## config.mk

```make
export PLATFORM = sky130hd
export DESIGN_NAME = amba3_apb_slave_regs_flat
export DESIGN_NICKNAME = d
export VERILOG_FILES = /design/src/rtl/amba3_apb_slave_regs_if.sv /design/src/rtl/amba3_apb_slave_regs.sv /design/src/flat_wrapper.sv
export SDC_FILE = /design/constraint.sdc
export NUM_CORES = 1
export LEC_CHECK = 0
export BUFFER_PORTS_ARGS = -buffer_cell sky130_fd_sc_hd__buf_2
export CAP_MARGIN = 10
export CORE_MARGIN = 2
export CORE_UTILIZATION = 49
export CTS_BUF_LIST = sky130_fd_sc_hd__clkbuf_4 sky130_fd_sc_hd__clkbuf_8 sky130_fd_sc_hd__clkbuf_16
export DETAILED_ROUTE_END_ITERATION = 10
export GPL_ROUTABILITY_DRIVEN = 0
export PLACE_DENSITY_LB_ADDON = 0.25
export SYNTH_ARGS = -nofsm -noshare
export SYNTH_HDL_FRONTEND = slang
export SYNTH_SLANG_ARGS = --single-unit
```

## constraint.sdc

```tcl
create_clock -name pclk -period 4.1 [get_ports pclk]
set_input_delay 0.205 -clock pclk [delete_from_list [all_inputs] [get_ports pclk]]
set_output_delay 0.205 -clock pclk [all_outputs]
set_load 0.1 [all_outputs]
```

## src/rtl/amba3_apb_slave_regs_if.sv

```systemverilog
// APB bus bundle between master and the register-bank completer.
// The pslverr wire exists only when AMBA3_APB_SLAVE_REGS_PSLVERR_EN is defined.
interface amba3_apb_slave_regs_if #(
  parameter int ADDR_SIZE = 32,
  parameter int DATA_SIZE = 32
);
  logic [ADDR_SIZE-1:0] paddr;
  logic                 psel;
  logic                 penable;
  logic                 pwrite;
  logic [DATA_SIZE-1:0] pwdata;
  logic                 pready;
  logic [DATA_SIZE-1:0] prdata;
`ifdef AMBA3_APB_SLAVE_REGS_PSLVERR_EN
  logic                 pslverr;

  modport master (output paddr, psel, penable, pwrite, pwdata,
                  input  pready, prdata, pslverr);
  modport slave  (input  paddr, psel, penable, pwrite, pwdata,
                  output pready, prdata, pslverr);
`else
  modport master (output paddr, psel, penable, pwrite, pwdata,
                  input  pready, prdata);
  modport slave  (input  paddr, psel, penable, pwrite, pwdata,
                  output pready, prdata);
`endif
endinterface

```

## src/rtl/amba3_apb_slave_regs.sv

```systemverilog
// AMBA 3 APB completer: REG_NUM read/write registers, WAIT_CYCLES wait states per access.
// Define AMBA3_APB_SLAVE_REGS_PSLVERR_EN to flag out-of-range accesses on pslverr.
module amba3_apb_slave_regs #(
  parameter int ADDR_SIZE   = 32,
  parameter int DATA_SIZE   = 32,
  parameter int REG_NUM     = 8,
  parameter int WAIT_CYCLES = 0
) (
  input  logic                         pclk,
  input  logic                         preset,
  amba3_apb_slave_regs_if.slave        apb,
  output logic [REG_NUM*DATA_SIZE-1:0] reg_q,
  output logic [REG_NUM-1:0]           reg_wr
);
  localparam int IDX_W = (REG_NUM > 1) ? $clog2(REG_NUM) : 1;

  typedef enum logic {IDLE, ACCESS} state_t;

  state_t               r_state, w_state_nxt;
  logic [7:0]           r_cnt, w_cnt_nxt;
  logic [DATA_SIZE-1:0] r_regs [REG_NUM];
  logic [REG_NUM-1:0]   r_reg_wr;

  logic [IDX_W-1:0]     w_idx;
  logic                 w_in_range;
  logic                 w_ready;
  logic                 w_wr_en;

  // Any address bit above the word index makes the access out of range.
  assign w_idx      = apb.paddr[IDX_W+1:2];
  assign w_in_range = ((apb.paddr >> (IDX_W + 2)) == '0) && (32'(w_idx) < REG_NUM);

  always_ff @(posedge pclk) begin
    if (preset) begin
      r_state <= IDLE;
      r_cnt   <= '0;
    end else begin
      r_state <= w_state_nxt;
      r_cnt   <= w_cnt_nxt;
    end
  end

  // NOTE: every output of this block is defaulted first so no path leaves it unassigned (no latches).
  always_comb begin
    w_state_nxt = r_state;
    w_cnt_nxt   = r_cnt;
    w_ready     = 1'b0;
    unique case (r_state)
      IDLE: begin
        if (apb.psel && !apb.penable) begin
          w_state_nxt = ACCESS;
          w_cnt_nxt   = 8'(WAIT_CYCLES);
        end
      end
      ACCESS: begin
        if (!apb.psel) begin
          w_state_nxt = IDLE;
        end else if (apb.penable) begin
          if (r_cnt != '0) begin
            w_cnt_nxt = r_cnt - 8'd1;
          end else begin
            w_ready     = 1'b1;
            w_state_nxt = IDLE;
          end
        end
      end
      default: w_state_nxt = IDLE;
    endcase
  end

  assign w_wr_en = w_ready && apb.pwrite && w_in_range;

  // NOTE: the register bank is reset because its cleared state is architecturally visible on reg_q.
  always_ff @(posedge pclk) begin
    if (preset) begin
      for (int i = 0; i < REG_NUM; i++) r_regs[i] <= '0;
      r_reg_wr <= '0;
    end else begin
      r_reg_wr <= '0;
      if (w_wr_en) begin
        r_regs[w_idx]   <= apb.pwdata;
        r_reg_wr[w_idx] <= 1'b1;
      end
    end
  end

  assign apb.pready = w_ready;
  assign apb.prdata = (w_ready && !apb.pwrite && w_in_range) ? r_regs[w_idx] : '0;
`ifdef AMBA3_APB_SLAVE_REGS_PSLVERR_EN
  assign apb.pslverr = w_ready && !w_in_range;
`endif

  assign reg_wr = r_reg_wr;

  for (genvar g = 0; g < REG_NUM; g++) begin : g_reg_q
    assign reg_q[g*DATA_SIZE +: DATA_SIZE] = r_regs[g];
  end
endmodule

```

## src/flat_wrapper.sv

```systemverilog
// flat-port wrapper written by rule: the top's interface ports become plain ports
module amba3_apb_slave_regs_flat 
#(
  parameter int ADDR_SIZE   = 32,
  parameter int DATA_SIZE   = 32,
  parameter int REG_NUM     = 8,
  parameter int WAIT_CYCLES = 0
)
  (pclk, preset, reg_q, reg_wr, apb_paddr, apb_psel, apb_penable, apb_pwrite, apb_pwdata, apb_pready, apb_prdata);
  amba3_apb_slave_regs_if #(.ADDR_SIZE(ADDR_SIZE), .DATA_SIZE(DATA_SIZE)) apb_i ();
  input  logic pclk;
  input  logic preset;
  output logic [REG_NUM*DATA_SIZE-1:0] reg_q;
  output logic [REG_NUM-1:0] reg_wr;
  input wire logic [$bits(apb_i.paddr)-1:0] apb_paddr;
  input wire logic [$bits(apb_i.psel)-1:0] apb_psel;
  input wire logic [$bits(apb_i.penable)-1:0] apb_penable;
  input wire logic [$bits(apb_i.pwrite)-1:0] apb_pwrite;
  input wire logic [$bits(apb_i.pwdata)-1:0] apb_pwdata;
  output wire logic [$bits(apb_i.pready)-1:0] apb_pready;
  output wire logic [$bits(apb_i.prdata)-1:0] apb_prdata;
  assign apb_i.paddr = apb_paddr;
  assign apb_i.psel = apb_psel;
  assign apb_i.penable = apb_penable;
  assign apb_i.pwrite = apb_pwrite;
  assign apb_i.pwdata = apb_pwdata;
  assign apb_pready = apb_i.pready;
  assign apb_prdata = apb_i.prdata;
  amba3_apb_slave_regs #(.ADDR_SIZE(ADDR_SIZE), .DATA_SIZE(DATA_SIZE), .REG_NUM(REG_NUM), .WAIT_CYCLES(WAIT_CYCLES)) u_core (.pclk(pclk), .preset(preset), .apb(apb_i), .reg_q(reg_q), .reg_wr(reg_wr));
endmodule
```

### Yosys cells after proc, flatten, opt, wreduce, memory -nomap -nowiden

Memories as Yosys holds them, arrays and structs flattened.
Index checks and enable logic that the tools add are counted.

* bitwise gates (word level): 2
* magnitude comparators: 2
* $add $sub $neg: 1
* reduce and logical (&&, ||, !) cells: 13
* multiplexer cells: 25
* eq/ne operators: 4

Operator list (number)
* $mux 32: 2
* $logic_not 32->1: 1
* $mux 8: 4
* $reduce_or 32->1: 1
* $pmux 8 s2: 1
* $mux 1: 15
* $reduce_bool 8->1: 1
* $sub 8x1->8 const B: 1
* $logic_and 1x1->1: 6
* $ne 2x2->1 const B: 3
* $lt 3x4->1 const B: 1
* $reduce_and 4->1: 1
* $demux 1 s3: 1
* $ge 3x1->1 const B: 1
* $mux 3: 1
* $logic_not 1->1: 2
* $ne 2x1->1 const B: 1
* $not 1->1: 2
* $pmux 1 s2: 1
* $reduce_or 2->1: 1

* bits of input ports: 69
* register bits: 17
* RAM bits: 256
* memories: 1
* logic and storage cells: 51

Memory list
* u_core.r_regs: words 8, width 32, rd ports 9, clocked after memory_dff 0, write ports 8, RTL line amba3_apb_slave_regs.sv:21 `logic [DATA_SIZE-1:0] r_regs [REG_NUM];`

### Longest topological paths before layout

* depth in word-level cells: 12
* depth in mapped cells: 9

### Worst setup path before layout

OpenSTA, ideal clock, no wires.

* kind: flip-flop to output port
* start point: register u_core.r_cnt[4]
* end point: output port apb_prdata[31]
* path slack: -0.763 ns
* arrival time: 4.658 ns
* cell stages (with the launch flop): 7
* cells stage by stage: dfxtp_1 > or4_1 > buf_2 > nor3_2 > and3_1 > clkbuf_1 > nor4b_1

* longest elaborated chain between the ends: 8

RTL lines
* start: declaration: RTL line amba3_apb_slave_regs.sv:20 `logic [7:0] r_cnt, w_cnt_nxt;`
* start signal: assignment: RTL line amba3_apb_slave_regs.sv:39 `r_cnt <= w_cnt_nxt;`
* $reduce_bool 8->1: RTL line amba3_apb_slave_regs.sv:59 `if (r_cnt != '0) begin`
* $mux 1: RTL line amba3_apb_slave_regs.sv:59
* $mux 1: RTL line amba3_apb_slave_regs.sv:58 `end else if (apb.penable) begin`
* $mux 1: RTL line amba3_apb_slave_regs.sv:56 `if (!apb.psel) begin`
* $mux 1: RTL line amba3_apb_slave_regs.sv:48 `unique case (r_state)`
* $logic_and 1x1->1 (2 in series): RTL line amba3_apb_slave_regs.sv:88 `assign apb.prdata = (w_ready && !apb.pwrite && w_in_range) ? r_regs[w_idx] : '0;`
* $mux 32: RTL line amba3_apb_slave_regs.sv:88
* end: declaration: RTL line flat_wrapper.sv:21 `output wire logic [$bits(apb_i.prdata)-1:0] apb_prdata;`

No other way between the ends.

### Worst setup path in the final report

* start point: register u_core.r_cnt[4]
* end point: output port apb_prdata[10]

Same word-level chain as after synthesis.

==> results summary <==
The kind of critical path is flip-flop to output pin. The number of antenna violations at the first check in global routing is 1. The cell family contributing the most delay on the critical path is simple AND/OR/NAND/NOR gates. Yosys mapped a number of flops with a built-in enable equal to 256.

For this design the ratio of total power to cell area is 441 nW/um^2. The relative slew slack is 36.9%. The number of max-cap violations is 0. The post-layout instance count excluding filler cells came out at 1645. The final worst-path cycle share is 84.2%. The clock-pin slew on the worst setup and hold paths is 0.06 ns. The global-route wire length before repair is 60.7 mm. After detailed placement, the total cell area comes to 14800 sq um. The total of buffers placed on input and output ports came out at 363. The final wirelength is 41.7 mm. The post-synthesis instance area came out at 12000 sq um.

The number of global-route vias before repair came out at 9500. The number of pins with negative max-slew slack in the final report is 0. The worst setup path is captured at an output pin. IR analysis of the VDD net gives a maximum drop of 0.000334 V.

The deepest clock path buffer count is 3. The warning count from the yosys run is 0. The number of synthesized register bits came out at 273. The fraction of final layout cells sized beyond drive strength 1 came out at 38.0%. The worst path arrival time is 3.25 ns. TritonCTS built the clock tree. The post-route standard cell area excluding fillers is 15800 sq um.

The setup violation total in the final timing report is 0. TritonCTS created 28 clock buffers. For the worst-skew pair, the clock arrives at the later sink with an insertion delay of 0.54 ns. The number of hold-repair buffers added at the cts stage came out at 0. For this run, the post-layout net count is 1370. Counting both buffers and inverters, the worst setup path holds a total of 3.

Setup repair after global routing left no endpoint under its margin. The average instance in the mapped netlist occupies 12.7 sq um. The main flop type after synthesis is sky130_fd_sc_hd__edfxtp_1. The placeable core area came out at 24200 sq um. The pin count of the biggest net entering global routing is 66.

After detailed routing, the number of remaining DRC violations is 0. The total number of clock tree sinks came out at 273. The die boundary height is 160 um. In the final routed layout, each cell accounts on average for 25.4 um. The leakage component of the power is 0.00629 uW. The floorplan die area is 25800 sq um. Global routing consumed, over all layers together, 31.8% of the routing resources. The net count after synthesis is 1016. The die span in x is 160 um.

The number of vias after detailed routing is 9695. STA classifies the critical path startpoint as a flip-flop. CTS placed an instance of sky130_fd_sc_hd__clkbuf_16 at the clock tree root. Setup slack on the critical path of the routed design comes to 0.648 ns. In this run the worst hold path is classified as input pin to flip-flop.

The worst-path cell with the longest stage delay is sky130_fd_sc_hd__or4_1. The number of I/O pins came out at 366. The achievable clock frequency came out at 290 MHz. Across all register-to-register paths, the minimum setup slack is 1.04 ns. The detailed-routing iteration count for the pre-antenna-repair pass is 5.

The number of distinct library cells after synthesis came out at 55. The pin slew with the least headroom to its limit came out at 0.947 ns. The most numerous cell type found on the critical path is sky130_fd_sc_hd__buf_4.

The number of placement rows came out at 57. The number of placed instances, taps included is 1593. For this run, the share of the core covered by cells in the final layout is 65.2%.

The share of synthesized area occupied by flip-flops and latches came out at 66.9%. The via count normalized by instance count came out at 5.89. The flow ran to the end, and the final reports show no timing, DRC or antenna violations. The number of levels in the clock H-tree came out at 1. The number of gates resized after CTS was 0. The post-place setup slack came out at 1.08 ns. The worst-case clock skew is 0.0124 ns. The worst endpoint required time came out at 3.89 ns. The critical path goes through or4_1 > nor3_2 > buf_4 > nand4_2 > buf_4 > a211oi_1 > buf_12. For the finished layout, the period the worst path requires is 3.45 ns. After technology mapping, the gate count stands at 945. The number of DRC markers in iteration 0 is 831. The area growth from synthesis to layout is 31.3%. Along the worst path, the maximum fanout reaches 18.

The starting density of the core came out at 49.6%. In the final timing run, aggregate negative setup slack is 0 ns. Post-CTS timing repair inserted 0 buffers for setup. Summed over all layers, the global routing overflow is 0. The number of hold violations in the final report came to 0.

The HPWL after detailed placement is 26.5 mm. Of all flip-flops after synthesis, the portion carrying an async set or reset was 0%. In this run the remaining antenna-violating nets after routing total 0.

In this design, the stage delay of the slowest critical-path cell is 0.66 ns.
worst paths after layout:
check                        from                    to  cells after the start
setup / recovery  u_core.r_cnt[4]        apb_prdata[10]                      7
hold / removal        apb_penable       u_core.r_cnt[1]                      3
setup reg to reg  u_core.r_cnt[4]  u_core.r_regs[2][10]                      6
hold reg to reg   u_core.r_cnt[7]       u_core.r_cnt[7]                      2
cells in the final DEF, fill, tap and decap left out, types with 12 or more instances in the layout:
cell type                     n
sky130_fd_sc_hd__edfxtp_1   256
sky130_fd_sc_hd__o221ai_1    12
sky130_fd_sc_hd__clkbuf_16   30
sky130_fd_sc_hd__dfxtp_1     17
sky130_fd_sc_hd__nand2_1     63
sky130_fd_sc_hd__buf_4       23
sky130_fd_sc_hd__mux2i_1     26
sky130_fd_sc_hd__mux4_2      28
sky130_fd_sc_hd__a21oi_1     17
sky130_fd_sc_hd__buf_12      36
sky130_fd_sc_hd__o22ai_1     20
sky130_fd_sc_hd__buf_2      331
sky130_fd_sc_hd__nor2_1     285
per-stage QoR:
step	hold WS, ns	power, uW
after floorplan	0.388	4150
after global placement	0.458	4410
after detailed placement	0.465	4420
after CTS	0.0105	6960
after global routing	0.0415	7120
final	0.0267	6950
logic make-up (layout without fill, tap and decap cells):
| family | count (synthesis) | count (layout) | share of synthesized area, % |
|---|---|---|---|
| other cells | 0 | 1 | 0 |
| mux | 65 | 65 | 8.46 |
| compound gates | 111 | 111 | 6.75 |
| flops | 273 | 273 | 66.9 |
| simple gates | 420 | 420 | 15.1 |
| buf+inv | 74 | 449 | 2.61 |
| fa+ha+maj | 2 | 2 | 0.209 |
cells in the mapped netlist, drive strengths merged, types with 11 or more instances:
library cell | instances | share of area [%]
mux2i | 26 | 2.2
dfxtp | 17 | 2.8
a21oi | 17 | 0.71
clkbuf | 38 | 1.2
o22ai | 20 | 1.0
mux4 | 28 | 5.3
nand2b | 11 | 0.57
buf | 28 | 1.2
o221ai | 12 | 0.88
mux2 | 11 | 1.0
nand2 | 63 | 2.0
nor2 | 286 | 8.9
edfxtp | 256 | 64
worst reg2reg max path, stage by stage, from the launching register on:
cell	delay, ns
sky130_fd_sc_hd__dfxtp_1	0.33
sky130_fd_sc_hd__or4_1	0.66
sky130_fd_sc_hd__nor3_2	0.22
sky130_fd_sc_hd__buf_4	0.25
sky130_fd_sc_hd__and3_1	0.35
sky130_fd_sc_hd__a31o_2	0.40
sky130_fd_sc_hd__buf_4	0.47
report_power, final:
part / total, uW / internal, uW / switching, uW
Combinational: 1180 / 211 / 973
Clock: 2580 / 1540 / 1040
Sequential: 3190 / 3130 / 53.9
state kept, by name (all words and copies together) (netlist names):
register        count
u_core.r_state      1
u_core.r_regs     256
u_core.r_cnt        8
u_core.reg_wr       8
layer usage:
| metal | vias to the layer above | GRT usage, % | wire (um) |
|---|---|---|---|
| li1 | 4194 | - | - |
| met1 | 4791 | 42.9 | 15900 |
| met2 | 626 | 52.9 | 20200 |
| met3 | 84 | 5.50 | 4430 |
| met4 | 0 | 10.6 | 1250 |
| met5 | - | 0 | 0 |
cell type report:
class	instances	area [sq um]
repair buffers	390	2550
flip-flops and latches	273	8030
inverters	8	30.0
clock buffers	38	830
well taps	324	405
clock inverters	13	113
multi-input cells	598	3790
fillers	1821	8430
diodes	1	2.50
(Power assumes the default switching activity.)
